--- config.mk ---
export PLATFORM = sky130hd
export DESIGN_NAME = bldc_commutation_controller
export DESIGN_NICKNAME = d
export VERILOG_FILES = /design/src/rtl/bldc_pkg.sv /design/src/rtl/bldc_commutation_controller_hall_filter.sv /design/src/rtl/bldc_commutation_controller.sv
export SDC_FILE = /design/constraint.sdc
export NUM_CORES = 1
export LEC_CHECK = 0
export CAP_MARGIN = 25
export CORE_MARGIN = 2
export CORE_UTILIZATION = 24
export DETAILED_ROUTE_END_ITERATION = 10
export PLACE_DENSITY = 0.36
export SYNTH_ARGS = -nofsm -noshare
export SYNTH_HDL_FRONTEND = slang
export SYNTH_SLANG_ARGS = --single-unit
--- constraint.sdc ---
create_clock -name clk -period 8 [get_ports clk]
set_clock_uncertainty 0.2 [all_clocks]
set_input_delay 2.4 -clock clk [delete_from_list [all_inputs] [get_ports clk]]
set_output_delay 2.4 -clock clk [all_outputs]
set_load 0.01 [all_outputs]
--- src/rtl/bldc_pkg.sv ---
// Shared definitions for the BLDC commutation controller: hall sectors,
// FSM encoding, fault codes, hall decode and the (dir, sector) gate table.
// Gate vector bit order is {gha, gla, ghb, glb, ghc, glc}.
package bldc_pkg;

  localparam logic [2:0] SEC_A       = 3'd0;
  localparam logic [2:0] SEC_B       = 3'd1;
  localparam logic [2:0] SEC_C       = 3'd2;
  localparam logic [2:0] SEC_D       = 3'd3;
  localparam logic [2:0] SEC_E       = 3'd4;
  localparam logic [2:0] SEC_F       = 3'd5;
  localparam logic [2:0] SEC_INVALID = 3'd7;

  typedef enum logic [1:0] {
    ST_OFF      = 2'd0,
    ST_DEADTIME = 2'd1,
    ST_DRIVE    = 2'd2,
    ST_FAULT    = 2'd3
  } state_t;

  localparam logic [1:0] FC_NONE   = 2'd0;
  localparam logic [1:0] FC_DRIVER = 2'd1;
  localparam logic [1:0] FC_STALL  = 2'd2;

  // Hall code {h1,h2,h3} to electrical sector; 000 and 111 are not legal.
  function automatic logic [2:0] hall_to_sector(input logic [2:0] code);
    case (code)
      3'b101:  return SEC_A;
      3'b100:  return SEC_B;
      3'b110:  return SEC_C;
      3'b010:  return SEC_D;
      3'b011:  return SEC_E;
      3'b001:  return SEC_F;
      default: return SEC_INVALID;
    endcase
  endfunction

  function automatic logic [2:0] sector_next(input logic [2:0] s);
    return (s == SEC_F) ? SEC_A : s + 3'd1;
  endfunction

  function automatic logic [2:0] sector_prev(input logic [2:0] s);
    return (s == SEC_A) ? SEC_F : s - 3'd1;
  endfunction

  // One high side and one low side on different phases, never both on a phase.
  function automatic logic [5:0] gate_vector(input logic dir, input logic [2:0] sector);
    logic [5:0] g;
    g = 6'b000000;
    if (dir) begin
      case (sector)
        SEC_A:   g = 6'b000110; // HC + LB
        SEC_B:   g = 6'b100100; // HA + LB
        SEC_C:   g = 6'b100001; // HA + LC
        SEC_D:   g = 6'b001001; // HB + LC
        SEC_E:   g = 6'b011000; // HB + LA
        SEC_F:   g = 6'b010010; // HC + LA
        default: g = 6'b000000;
      endcase
    end else begin
      case (sector)
        SEC_A:   g = 6'b001001; // HB + LC
        SEC_B:   g = 6'b011000; // HB + LA
        SEC_C:   g = 6'b010010; // HC + LA
        SEC_D:   g = 6'b000110; // HC + LB
        SEC_E:   g = 6'b100100; // HA + LB
        SEC_F:   g = 6'b100001; // HA + LC
        default: g = 6'b000000;
      endcase
    end
    return g;
  endfunction

endpackage

--- src/rtl/bldc_commutation_controller_hall_filter.sv ---
// Hall input conditioner: 2-FF synchroniser plus stability counter.
// Latency: new code accepted HALL_FILTER cycles after it leaves the synchroniser.
// No backpressure; `changed` is a one-cycle strobe on each accepted code.
module hall_filter
  import bldc_pkg::*;
#(
  parameter int HALL_FILTER = 16
) (
  input  logic       clk,
  input  logic       reset,
  input  logic [2:0] hall_raw,
  output logic [2:0] code,
  output logic       changed
);

  logic [2:0] sync1;
  logic [2:0] sync2;
  logic [2:0] cand;
  logic [7:0] cnt;
  logic [7:0] cnt_next;
  logic       code_valid;

  // Run length of the current synchronised code, counting this cycle.
  always_comb cnt_next = (sync2 == cand) ? cnt + 8'd1 : 8'd1;

  // Synchronise, then accept a differing code once it has been stable long enough.
  always_ff @(posedge clk) begin
    if (reset) begin
      sync1      <= 3'b000;
      sync2      <= 3'b000;
      cand       <= 3'b000;
      cnt        <= 8'd0;
      code       <= 3'b000;
      code_valid <= 1'b0;
      changed    <= 1'b0;
    end else begin
      sync1   <= hall_raw;
      sync2   <= sync1;
      cand    <= sync2;
      changed <= 1'b0;
      if (code_valid && (sync2 == code)) begin
        cnt <= 8'd0;
      end else if (cnt_next >= 8'(HALL_FILTER)) begin
        code       <= sync2;
        code_valid <= 1'b1;
        changed    <= 1'b1;
        cnt        <= 8'd0;
      end else begin
        cnt <= cnt_next;
      end
    end
  end

endmodule

--- src/rtl/bldc_commutation_controller.sv ---
// Three-phase gate sequencer with dead time, fault latch and signed step count.
// Latency: hall pin change to gates off is 2 + HALL_FILTER + 1 cycles.
// No backpressure. Optional stall detection under macro BLDC_STALL_DETECT_EN.
module bldc_commutation_controller
  import bldc_pkg::*;
#(
  parameter int DEADTIME_CYCLES = 1024,
  parameter int HALL_FILTER     = 16,
  parameter int STALL_CYCLES    = 16_000_000
) (
  input  logic               clk,
  input  logic               reset,
  input  logic               enable,
  input  logic               dir,
  input  logic               hall1,
  input  logic               hall2,
  input  logic               hall3,
  input  logic               fault_n,
  input  logic               fault_clear,
  output logic               gha,
  output logic               gla,
  output logic               ghb,
  output logic               glb,
  output logic               ghc,
  output logic               glc,
  output logic [2:0]         commutation_state,
  output logic               hall_error,
  output logic               step_pulse,
  output logic signed [31:0] step_count,
  output logic               fault,
  output logic [1:0]         fault_code
);

  localparam logic [15:0] DT_LOAD = 16'(DEADTIME_CYCLES - 1);

  state_t      state;
  logic [15:0] dt_cnt;
  logic [5:0]  gates;
  logic [2:0]  hall_code;
  logic        hall_chg;
  logic [2:0]  new_sector;
  logic        sector_chg;
  logic        dir_q;
  logic        dir_chg;
  logic        fault_s1;
  logic        fault_s2;
  logic        stall_hit;

  hall_filter #(.HALL_FILTER(HALL_FILTER)) u_hall_filter (
    .clk      (clk),
    .reset    (reset),
    .hall_raw ({hall1, hall2, hall3}),
    .code     (hall_code),
    .changed  (hall_chg)
  );

  assign new_sector = hall_to_sector(hall_code);
  assign sector_chg = hall_chg && (new_sector != commutation_state);
  assign dir_chg    = (dir != dir_q);
  assign {gha, gla, ghb, glb, ghc, glc} = gates;

  // Previous dir for change detection; tracks the pin even during reset.
  always_ff @(posedge clk) dir_q <= dir;

  // Synchronise the asynchronous driver fault; idle level is high.
  always_ff @(posedge clk) begin
    if (reset) begin
      fault_s1 <= 1'b1;
      fault_s2 <= 1'b1;
    end else begin
      fault_s1 <= fault_n;
      fault_s2 <= fault_s1;
    end
  end

`ifdef BLDC_STALL_DETECT_EN
  logic [23:0] stall_cnt;

  assign stall_hit = (state == ST_DRIVE) && !hall_chg && (stall_cnt == 24'(STALL_CYCLES - 1));

  // Cycles spent in DRIVE since the last accepted hall change.
  always_ff @(posedge clk) begin
    if (reset || (state != ST_DRIVE) || hall_chg) stall_cnt <= 24'd0;
    else                                         stall_cnt <= stall_cnt + 24'd1;
  end
`else
  // Never true for a legal STALL_CYCLES; stall detection is not built.
  assign stall_hit = (STALL_CYCLES < 0);
`endif

  // Sector register, hall error flag and signed step accounting.
  always_ff @(posedge clk) begin
    if (reset) begin
      commutation_state <= SEC_INVALID;
      hall_error        <= 1'b0;
      step_pulse        <= 1'b0;
      step_count        <= 32'sd0;
    end else begin
      step_pulse <= 1'b0;
      if (hall_chg) begin
        commutation_state <= new_sector;
        hall_error        <= (new_sector == SEC_INVALID);
        if ((commutation_state != SEC_INVALID) && (new_sector != SEC_INVALID)) begin
          if (new_sector == sector_next(commutation_state)) begin
            step_count <= step_count + 32'sd1;
            step_pulse <= 1'b1;
          end else if (new_sector == sector_prev(commutation_state)) begin
            step_count <= step_count - 32'sd1;
            step_pulse <= 1'b1;
          end
        end
      end
    end
  end

  // Commutation FSM with registered gates; a driver fault overrides everything.
  always_ff @(posedge clk) begin
    if (reset) begin
      state      <= ST_OFF;
      dt_cnt     <= 16'd0;
      gates      <= 6'b000000;
      fault      <= 1'b0;
      fault_code <= FC_NONE;
    end else if (!fault_s2) begin
      state      <= ST_FAULT;
      gates      <= 6'b000000;
      fault      <= 1'b1;
      fault_code <= FC_DRIVER;
    end else begin
      case (state)
        ST_OFF: begin
          gates <= 6'b000000;
          if (enable) begin
            state  <= ST_DEADTIME;
            dt_cnt <= DT_LOAD;
          end
        end
        ST_DEADTIME: begin
          gates <= 6'b000000;
          if (!enable) begin
            state <= ST_OFF;
          end else if (sector_chg || dir_chg) begin
            dt_cnt <= DT_LOAD;
          end else if (dt_cnt == 16'd0) begin
            state <= ST_DRIVE;
            gates <= gate_vector(dir, commutation_state);
          end else begin
            dt_cnt <= dt_cnt - 16'd1;
          end
        end
        ST_DRIVE: begin
          if (!enable) begin
            state <= ST_OFF;
            gates <= 6'b000000;
          end else if (stall_hit) begin
            state      <= ST_FAULT;
            gates      <= 6'b000000;
            fault      <= 1'b1;
            fault_code <= FC_STALL;
          end else if (dir_chg || (sector_chg && (new_sector != SEC_INVALID))) begin
            state  <= ST_DEADTIME;
            dt_cnt <= DT_LOAD;
            gates  <= 6'b000000;
          end else if (sector_chg) begin
            // Dropping into an invalid code: nothing safe to drive, stay put.
            gates <= 6'b000000;
          end else begin
            gates <= gate_vector(dir, commutation_state);
          end
        end
        default: begin
          gates <= 6'b000000;
          if (fault_clear) begin
            state      <= ST_OFF;
            fault      <= 1'b0;
            fault_code <= FC_NONE;
          end
        end
      endcase
    end
  end

endmodule

==> results of run 1 <==
[power by group]
group          switching, W  internal [W]
combinational      0.000113     0.0000851
sequential        0.0000243      0.000453
clock              0.000196      0.000278
[cells by family (layout without fill, tap and decap cells)]
family | count (synthesis) | after routing
flops | 87 | 87
buf+inv | 45 | 85
simple gates | 238 | 238
xor+xnor | 56 | 56
other cells | 1 | 5
fa+ha+maj | 41 | 41
compound gates | 172 | 172
mux | 15 | 15
[stage by stage]
stage          hold slack [ns]  setup WS (ns)  total power [W]
6_report                 0.223           2.45          0.00115
5_1_grt                  0.231           2.02          0.00122
4_1_cts                  0.225           2.47          0.00118
3_5_place_dp             0.205           2.50         0.000686
3_3_place_gp             0.202           2.55         0.000685
2_1_floorplan            0.189           2.86         0.000639
[worst max-delay path, cell delays in order, from the launching register on]
cell and delay, ns:
dfxtp_1 0.70, inv_1 0.27, ha_1 0.40, nor2b_1 0.14, a21oi_1 0.15, o211ai_1 0.09
a21oi_1 0.37, inv_1 0.07, buf_4 0.28, ha_1 0.39, a21o_1 0.22, o21bai_1 0.21
o2111ai_1 0.44, a211oi_1 0.20, a211oi_1 0.44, o21a_1 0.24, mux2i_1 0.10, a21oi_1 0.17
mux2_2 0.35
[state kept, by name, indices dropped and copies added (netlist names), 3 cells and up]
signal               flops
u_hall_filter.cand       3
u_hall_filter.cnt        8
step_count              32
u_hall_filter.code       3
dt_cnt                  16
u_hall_filter.sync1      3
commutation_state        3
u_hall_filter.sync2      3
gates                    6
[final timing paths]
kind / start / end / slack [ns]
min reg2reg: fault_s1 / fault_s2 / 0.22
max reg2reg: commutation_state[2] / step_count[31] / 2.45
min: fault_s1 / fault_s2 / 0.22
max: commutation_state[2] / step_count[31] / 2.45
[metal layers]
layer  wire length [um]  part of all wire [%]  track usage, %  vias to the layer above
li1                   -                     -               -                     2407
met1               6440                    47            14.4                     2118
met2               6500                    48            20.3                       71
met3                466                   3.4            2.66                       14
met4                203                   1.5            4.09                        0
met5                  0                     0               0                        -
[cell type report]
class	instances	share of cell area (%)
sequential	87	26.7
clock buffer	9	3.45
inverter	13	0.747
clock inverter	7	1.57
timing repair buffer	56	8.39
tap	280	5.36
multi-input combinational	527	53.8
[cell usage in the layout, fill, tap and decap left out, drive strengths merged, types with 5 or more instances in the layout]
cell type      count
clkbuf             9
clkdlybuf4s50     52
nand3              9
nor2b             19
o31ai              5
nand2             37
xor2              22
conb               5
and2               7
nor3              17
or4                5
dfxtp             87
nor4               5
a211oi             7
or2                5
and3               9
xnor2             34
a31oi              9
o21ai             26
a21oi             62
mux2i             14
nand2b             5
ha                40
a21o              21
inv               16
o211ai             8
nor2             100
==> summary.md, run 1 <==
| Metric | Value |
|---|---|
| Status | `complete, no violations` |
| Starting DRC count in detailed routing | `~150` |
| Buffer count from post-CTS setup fixing | `0` |
| DRT Wirelength | `roughly 14000 um` |
| Post-synth cell types | `~70` |
| Final Non-Filler Cells | `979` |
| # hold bufs at CTS | `0` |
| FP Rows | `54` |
| Total CTS buffers | `9` |
| Clock latency on the worst-skew pair | `about 0.35 ns` |
| Synth Area in Adders | `approximately a tenth` |
| Die Height | `roughly 150 um` |
| Critical Path Source Type | `register` |
| Area occupied by multi-input gates | `between 3000 and 4000 sq um` |
| Post-DP HPWL | `9580 um` |
| Die ar. | `about 24000 sq um` |
| Crit path max fanout | `34` |
| Syn avg cell area | `around 8.3 sq um` |
| Post-synthesis sequential area ratio | `~32%` |
| Core footprint | `~22000 sq um` |
| Largest net degree at the start of global routing | `74` |
| Cell taking the most area after synthesis | `dfxtp_1` |
| DP Cell Count | `approximately 960` |
| Mapped Area | `between 5000 and 6000 sq um` |
| Compound-gate portion of the synthesized area | `about a fifth` |
| Critical path arrival | `5.59 ns` |
| Initial antenna violation count | `0` |
| Slew margin rel. | `around 44%` |
| FF-to-FF path depth | `18` |
| Clock root buffer | `clkbuf_16` |
| 1st-pass router iterations | `4` |
| Maximum clock rate | `180 MHz` |
| Layout fillers | `~2.3k` |
| PortBufs | `53` |
| Hold Crit Depth | `1` |
| Via-to-Cell Ratio | `approximately 4.7` |
| I/O Pins | `between 50 and 60` |
| Crit end category | `register` |
| Endpoints failing setup | `0` |
| N_diodes | `0` |
| Pwr/cell area | `176 nW/um^2` |
| Crit path kind | `reg -> reg` |
| Most common cell in the netlist | `nor2_1` |
| WL/cell | `approximately 14 um` |
| Fin util | `between 20% and 30%` |
| GR Overflow Total | `0` |
| Final ANT Viol Nets | `0` |
| Largest family of logic cells by synthesized area | `simple AND/OR/NAND/NOR gates` |
| Peak supply drop | `0.0870 mV` |
| Chip Width | `between 150 and 200 um` |
| Register area | `1740 sq um` |
| H-tree depth | `3` |
| Longest Clk Path Bufs | `2` |
| Fin. max-slew vios | `0` |
| Leak | `2.73 nW` |
| XOR/XNOR Fraction of Synth Area | `9.06%` |
| Worst-margin pin slew | `around 0.84 ns` |
| Post-synth EDFFs | `0` |
| DRC violations left | `0` |
| Worst hold path type | `reg -> reg` |
| Initial core utilization | `around 25%` |
| Crit path time final | `5.55 ns` |
| Final nets | `around 740` |
| Synth-to-Final Area Change | `20.6%` |
| Clock transition at path regs | `approximately 0.07 ns` |
| Post-synthesis simple-gate area fraction | `21.6%` |
| Top_reg_cell synth | `dfxtp_1` |
| Post-DP Area | `approximately 6200 sq um` |
| First-pass GRT wire length | `roughly 23000 um` |
| Post-synthesis mux area share | `2.80%` |
| Crit share post-route | `69.4%` |
| Synth warn | `0` |
| TritonCTS clock tree | `done` |
| Tot GR Track Use | `between 10% and 20%` |
| Synth async-reset ratio | `0%` |
| Vias in the first global route | `approximately 4.6k` |
| Worst path required time | `~8.0 ns` |
| Synth cell count leaders | `nor2_1 (99), dfxtp_1 (87), a21oi_1 (62)` |
| Synth area leaders | `dfxtp_1 (32%), ha_1 (9.2%), nor2_1 (6.9%)` |
| Final Wtd Congestion | `0.821` |
| Vias | `between 4k and 5k` |
| Fin area | `between 6000 and 7000 sq um` |
| Max-cap violations | `0` |
| Flops & latches, synth | `just under 90` |
| Hold Fails Final Rpt | `0` |
| Cts repair resizes | `0` |
| Clock sinks | `slightly below 90` |
| RSZ-0062 raised after global routing | `no` |
| Layout cells sized above 1 | `a little over 6%` |
| Post-synth top area share | `32.2%` |
| Setup TNS | `0 ns` |
| Synthesized instance count | `roughly 660` |
No activity file was read; power rests on OpenSTA's default activity.
==> inputs of run 2 (changes only) <==
--- a/config.mk
+++ b/config.mk
@@ -9,7 +9,7 @@
 export CORE_MARGIN = 2
 export CORE_UTILIZATION = 24
 export DETAILED_ROUTE_END_ITERATION = 10
-export PLACE_DENSITY = 0.36
+export PLACE_DENSITY = 0.38
 export SYNTH_ARGS = -nofsm -noshare
 export SYNTH_HDL_FRONTEND = slang
 export SYNTH_SLANG_ARGS = --single-unit
==> constraint.sdc (replaced) <==
create_clock -name clk -period 4.94 [get_ports clk]
set_clock_uncertainty 0.2 [all_clocks]
set_input_delay 1.482 -clock clk [delete_from_list [all_inputs] [get_ports clk]]
set_output_delay 1.482 -clock clk [all_outputs]
set_load 0.01 [all_outputs]
==> run 2 against run 1 <==
Effect of this change: final area is 4.1% higher; sequential cell count stayed put; register-to-register slack worse by 2.2 ns; sequential power is 60% higher; non-clock buffer count is 12 higher; clock power is 61% higher; core utilization is 1.2 points higher; sequential share of layout area is 1.0 points lower; count of clock-buffer cells in the layout stayed put; combinational power is 80% higher; global-route usage is 0.31 points higher; critical endpoint is now step_count[30].
==> summary.md, run 2 (synthesis results as in run 1) <==
| Metric | Value |
|---|---|
| Crit share post-route | `a little over nine tenths` |
| Total CTS buffers | `9` |
| Crit end category | `register` |
| Vias | `about 4.7k` |
| Clock latency on the worst-skew pair | `approximately 0.35 ns` |
| Slew margin rel. | `~56%` |
| DRC violations left | `0` |
| Setup TNS | `0 ns` |
| Worst-margin pin slew | `between 0.6 and 0.7 ns` |
| DP Cell Count | `roughly 980` |
| Endpoints failing setup | `0` |
| 1st-pass router iterations | `5` |
| Initial core utilization | `24.7%` |
| Clock root buffer | `clkbuf_16` |
| Critical path arrival | `about 4.7 ns` |
| CP Launch Point | `u_hall_filter.code[1]` |
| Starting DRC count in detailed routing | `265` |
| Hold Fails Final Rpt | `0` |
| Pwr/cell area | `about 280 nW/um^2` |
| Vias in the first global route | `between 4k and 5k` |
| Critical Path Source Type | `register` |
| Hold Crit Depth | `1` |
| GR Overflow Total | `0` |
| Leak | `2.79 nW` |
| Final nets | `~760` |
| Largest Register | `step_count` |
| Hold_sp | `fault_s1` |
| Crit path max-delay family | `compound AO/OA/AOI/OAI gates` |
| H-tree depth | `3` |
| Fin area | `between 6000 and 7000 sq um` |
| Post-DP HPWL | `between 10000 and 15000 um` |
| Critical path, cell by cell | `and3_1, o21ai_0, o311ai_0, o211ai_1, a21oi_2, clkinvlp_4, buf_4, fa_2, a21o_1, a221oi_4, o211ai_2, a2111oi_4, o31ai_4, a21oi_2, o21ai_1, nor4b_1, a221o_1` |
| Fin. max-slew vios | `0` |
| Clock sinks | `87` |
| FP Rows | `54` |
| WP buf/inv | `2` |
| N_diodes | `0` |
| CP max stage cell | `dfxtp_1` |
| WHS | `between 0.2 and 0.25 ns` |
| Final Non-Filler Cells | `991` |
| Largest net degree at the start of global routing | `32` |
| Status | `complete, no violations` |
| Crit path max fanout | `26` |
| Commonest non-fill, non-tap cell in the layout | `nor2_1` |
| Peak supply drop | `~0.11 mV` |
| Via-to-Cell Ratio | `4.79` |
| Setup WS post-layout | `between 0.2 and 0.3 ns` |
| Longest Clk Path Bufs | `2` |
| Max reg flops | `32` |
| Max-cap violations | `0` |
| Die Height | `about 150 um` |
| Chip Width | `between 150 and 200 um` |
| I/O Pins | `between 50 and 60` |
| Clock transition at path regs | `around 0.07 ns` |
| Most frequent cells in the layout | `nor2_1 (99), dfxtp_1 (84), a21oi_1 (60), clkdlybuf4s50_1 (52), nand2_1 (37)` |
| Largest regs | `step_count (32), dt_cnt (16), u_hall_filter.cnt (8)` |
| Pre-CTS worst setup slack | `approximately 0.29 ns` |
| Synth-to-Final Area Change | `25.6%` |
| PortBufs | `53` |
| Die ar. | `approximately 24000 sq um` |
| Core footprint | `22000 sq um` |
| Worst path required time | `5.03 ns` |
| # hold bufs at CTS | `0` |
| FF-to-FF path depth | `17` |
| Tot GR Track Use | `12.1%` |
| RSZ-0062 raised after global routing | `no` |
| Crit path top cell by count | `a21oi_2` |
| CP peak stage delay | `0.54 ns` |
| DRT Wirelength | `around 14000 um` |
| R2r startpoint | `u_hall_filter.code[1]` |
| Initial antenna violation count | `0` |
| Layout cells sized above 1 | `between 10% and 20%` |
| Levels on crit path | `17` |
| Final ANT Viol Nets | `0` |
| Final Wtd Congestion | `about 0.78` |
| Crit path time final | `4.65 ns` |
| Crit path kind | `reg -> reg` |
| TritonCTS clock tree | `done` |
| Worst hold path type | `reg -> reg` |
| Post-DP Area | `approximately 6500 sq um` |
| Maximum clock rate | `215 MHz` |
| WL/cell | `between 10 and 15 um` |
| First-pass GRT wire length | `roughly 23000 um` |
==> run 2: cell types whose count changed in the layout (fill, tap and decap cells not counted), sizes merged <==
cell / delta
buf: +12
clkinvlp: +3
clkinv: -2
inv: -1
==> run 2: final timing paths <==
kind | end | slack (ns)
max | step_count[30] | 0.29
min | fault_s2 | 0.23
max reg2reg | step_count[30] | 0.29
min reg2reg | fault_s2 | 0.23
==> run 2: worst reg2reg max path: stages, from the launching register on <==
cell	delay (ns)
dfxtp_1	0.54
and3_1	0.26
o21ai_0	0.09
o311ai_0	0.13
o211ai_1	0.17
a21oi_2	0.22
clkinvlp_4	0.10
buf_4	0.27
fa_2	0.46
a21o_1	0.21
a221oi_4	0.34
o211ai_2	0.22
a2111oi_4	0.50
o31ai_4	0.14
a21oi_2	0.22
o21ai_1	0.13
nor4b_1	0.26
a221o_1	0.15
==> run 2: cell type report <==
cell class | instances | area, sq um
fillers | 2294 | 15200
multi-input cells | 527 | 3690
flip-flops and latches | 87 | 1750
repair buffers | 68 | 638
well taps | 280 | 350
clock buffers | 9 | 225
clock inverters | 7 | 101
inverters | 13 | 52.6
==> run 2: metrics by stage <==
step	total power (W)	utilization, %
final	0.00189	31.0
after global routing	0.00200	31.0
after CTS	0.00192	31.0
after detailed placement	0.00114	29.5
after global placement	0.00113	29.5
after floorplan	0.00105	-
==> run 2: power by group <==
part | switching, W | total (W) | leakage [nW] | internal [W]
logic | 0.000202 | 0.000356 | 1.93 | 0.000154
registers | 0.0000297 | 0.000764 | 0.710 | 0.000734
clock network | 0.000317 | 0.000766 | 0.153 | 0.000449
total | 0.000549 | 0.00189 | 2.79 | 0.00134
==> run 2: what timing repair did <==
action,in CTS,in global routing
endpoints found under the setup margin,0,2
gates resized for setup,0,1
buffers inserted,0,0
==> run 2: routing by layer <==
layer / vias up / GRT usage (%) / part of all wire [%]
li1: 2445 / - / -
met1: 2224 / 15.7 / 48
met2: 66 / 19.8 / 47
met3: 14 / 2.19 / 2.9
met4: 0 / 4.81 / 1.7
met5: - / 0 / 0
==> inputs of run 3 (changes only) <==
--- a/config.mk
+++ b/config.mk
@@ -9,7 +9,8 @@
 export CORE_MARGIN = 2
 export CORE_UTILIZATION = 24
 export DETAILED_ROUTE_END_ITERATION = 10
-export PLACE_DENSITY = 0.38
+export PLACE_DENSITY = 0.39
+export SLEW_MARGIN = 20
 export SYNTH_ARGS = -nofsm -noshare
 export SYNTH_HDL_FRONTEND = slang
 export SYNTH_SLANG_ARGS = --single-unit
==> run 3 against run 2 <==
Effect of this change: die area unchanged; global-route usage rose by 0.053 points; critical endpoint unchanged; critical path depth did not move.
==> summary.md, run 3 (synthesis results as in run 1) <==
| Metric | Value |
|---|---|
| Status | `complete, no violations` |
| Post-DP HPWL | `between 10000 and 15000 um` |
| PortBufs | `between 50 and 60` |
| WL/cell | `14.0 um` |
| Fin area | `6750 sq um` |
| Endpoints failing setup | `0` |
| Hold Fails Final Rpt | `0` |
| Core footprint | `around 22000 sq um` |
| Max reg flops | `32` |
| R2r setup slk | `between 0.2 and 0.25 ns` |
| Layout cells sized above 1 | `under 10%` |
| Synth-to-Final Area Change | `24.8%` |
| RSZ-0062 raised after global routing | `no` |
| FP Rows | `between 50 and 60` |
| Crit end category | `register` |
| WP buf/inv | `2` |
| Crit path time final | `around 4.7 ns` |
| Initial antenna violation count | `0` |
| Critical Path Source Type | `register` |
| CP peak stage delay | `slightly above 0.7 ns` |
| R2R Path End | `step_count[30]` |
| Largest regs | `step_count (32), dt_cnt (16), u_hall_filter.cnt (8)` |
| R2r startpoint | `u_hall_filter.code[1]` |
| Total CTS buffers | `9` |
| FF-to-FF path depth | `17` |
| Maximum clock rate | `between 200 and 250 MHz` |
| CP Launch Point | `u_hall_filter.code[1]` |
| Final ANT Viol Nets | `0` |
| Clock latency on the worst-skew pair | `between 0.3 and 0.4 ns` |
| Most frequent cells in the layout | `nor2_1 (99), dfxtp_1 (84), a21oi_1 (60), clkdlybuf4s50_1 (52), nand2_1 (37)` |
| DRT Wirelength | `~14000 um` |
| Chip Width | `approximately 150 um` |
| Pwr/cell area | `267 nW/um^2` |
| DRC violations left | `0` |
| Via-to-Cell Ratio | `between 4 and 5` |
| Vias | `4716` |
| Clock root buffer | `clkbuf_16` |
| Worst path required time | `4.97 ns` |
| First-pass GRT wire length | `23700 um` |
| Post-DP Area | `6460 sq um` |
| Levels on crit path | `17` |
| TritonCTS clock tree | `done` |
| I/O Pins | `55` |
| Clock transition at path regs | `approximately 0.070 ns` |
| Crit path kind | `reg -> reg` |
| N_diodes | `0` |
| Die Height | `roughly 150 um` |
| Worst hold path type | `reg -> reg` |
| Setup TNS | `0 ns` |
| Final Wtd Congestion | `between 0.8 and 0.9` |
| Crit share post-route | `between 90% and 100%` |
| Longest Clk Path Bufs | `2` |
| Vias in the first global route | `approximately 4.8k` |
| Commonest non-fill, non-tap cell in the layout | `nor2_1` |
| Starting DRC count in detailed routing | `approximately 250` |
| 1st-pass router iterations | `5` |
| Critical path arrival | `around 4.7 ns` |
| Final nets | `between 700 and 800` |
| GR Overflow Total | `0` |
| Initial core utilization | `between 20 and 25%` |
| Clock sinks | `87` |
| Crit path max-delay family | `compound AO/OA/AOI/OAI gates` |
| CP max stage cell | `or4b_2` |
| Critical path, cell by cell | `and3_1, o21ai_0, o311ai_0, o211ai_1, a21oi_2, clkinvlp_4, buf_12, ha_4, o211ai_1, or4b_2, o211ai_2, a2111oi_4, o31ai_4, a21oi_2, o21ai_1, nor4b_1, a221o_1` |
| Leak | `around 2.8 nW` |
| Worst-margin pin slew | `~0.7 ns` |
| Slew margin rel. | `~55%` |
| Largest net degree at the start of global routing | `35` |
| Tot GR Track Use | `12.1%` |
| Peak supply drop | `roughly 0.14 mV` |
| Crit path max fanout | `34` |
| # hold bufs at CTS | `0` |
| Critical Path End | `step_count[30]` |
| Fin. max-slew vios | `0` |
| Largest Register | `step_count` |
| Die ar. | `between 20000 and 25000 sq um` |
| H-tree depth | `3` |
| Max-cap violations | `0` |
==> run 3: where the power goes <==
| group | internal (W) | total (W) | leakage, nW | switching [W] |
|---|---|---|---|---|
| Clock | 0.000391 | 0.000685 | 0.142 | 0.000294 |
| Combinational | 0.000154 | 0.000355 | 1.92 | 0.000202 |
| Sequential | 0.000734 | 0.000764 | 0.710 | 0.0000294 |
| Total | 0.00128 | 0.00180 | 2.77 | 0.000525 |
==> run 3: repair_timing <==
| item | 4_1_cts | 5_1_grt |
|---|---|---|
| endpoints found under the setup margin | 0 | 3 |
| gates resized for setup | 0 | 2 |
| buffers inserted | 0 | 0 |
==> run 3: cell type report <==
cell class / count / area (sq um)
Fill cell: 2295 / 15200
Multi-Input combinational cell: 527 / 3690
Sequential cell: 87 / 1750
Timing Repair Buffer: 64 / 621
Tap cell: 280 / 350
Clock buffer: 10 / 229
Clock inverter: 6 / 61.3
Inverter: 13 / 52.6
==> run 3: worst min path at each step <==
stage	end	startpoint	slack, ns	cells past startpoint
5_1_grt	u_hall_filter.sync2[2]	u_hall_filter.sync1[2]	0.26	1
6_report	u_hall_filter.sync2[2]	u_hall_filter.sync1[2]	0.24	1
3_5_place_dp	u_hall_filter.sync2[0]	u_hall_filter.sync1[0]	0.23	1
3_3_place_gp	u_hall_filter.sync2[0]	u_hall_filter.sync1[0]	0.24	1
2_1_floorplan	fault_s2	fault_s1	0.19	1
4_1_cts	u_hall_filter.sync2[2]	u_hall_filter.sync1[2]	0.25	1
==> run 3: layer usage <==
layer,wire [um],part of all wire [%],GRT usage (%)
met5,0,0,0
met4,170,1.2,3.52
met3,457,3.3,2.55
met2,6600,48,21.2
met1,6620,48,15.0
==> run 3: through the flow <==
stage               hold slack, ns  util [%]  instances  power, W  setup WS, ns
global placement             0.237      29.4        971   0.00113         0.275
finish                       0.240      30.8        987   0.00180         0.248
CTS                          0.247      30.7        987   0.00184         0.212
detailed placement           0.232      29.4        971   0.00114         0.248
global route                 0.255      30.8        987   0.00191       0.00557
floorplan                    0.189         -        659   0.00105      0.000560
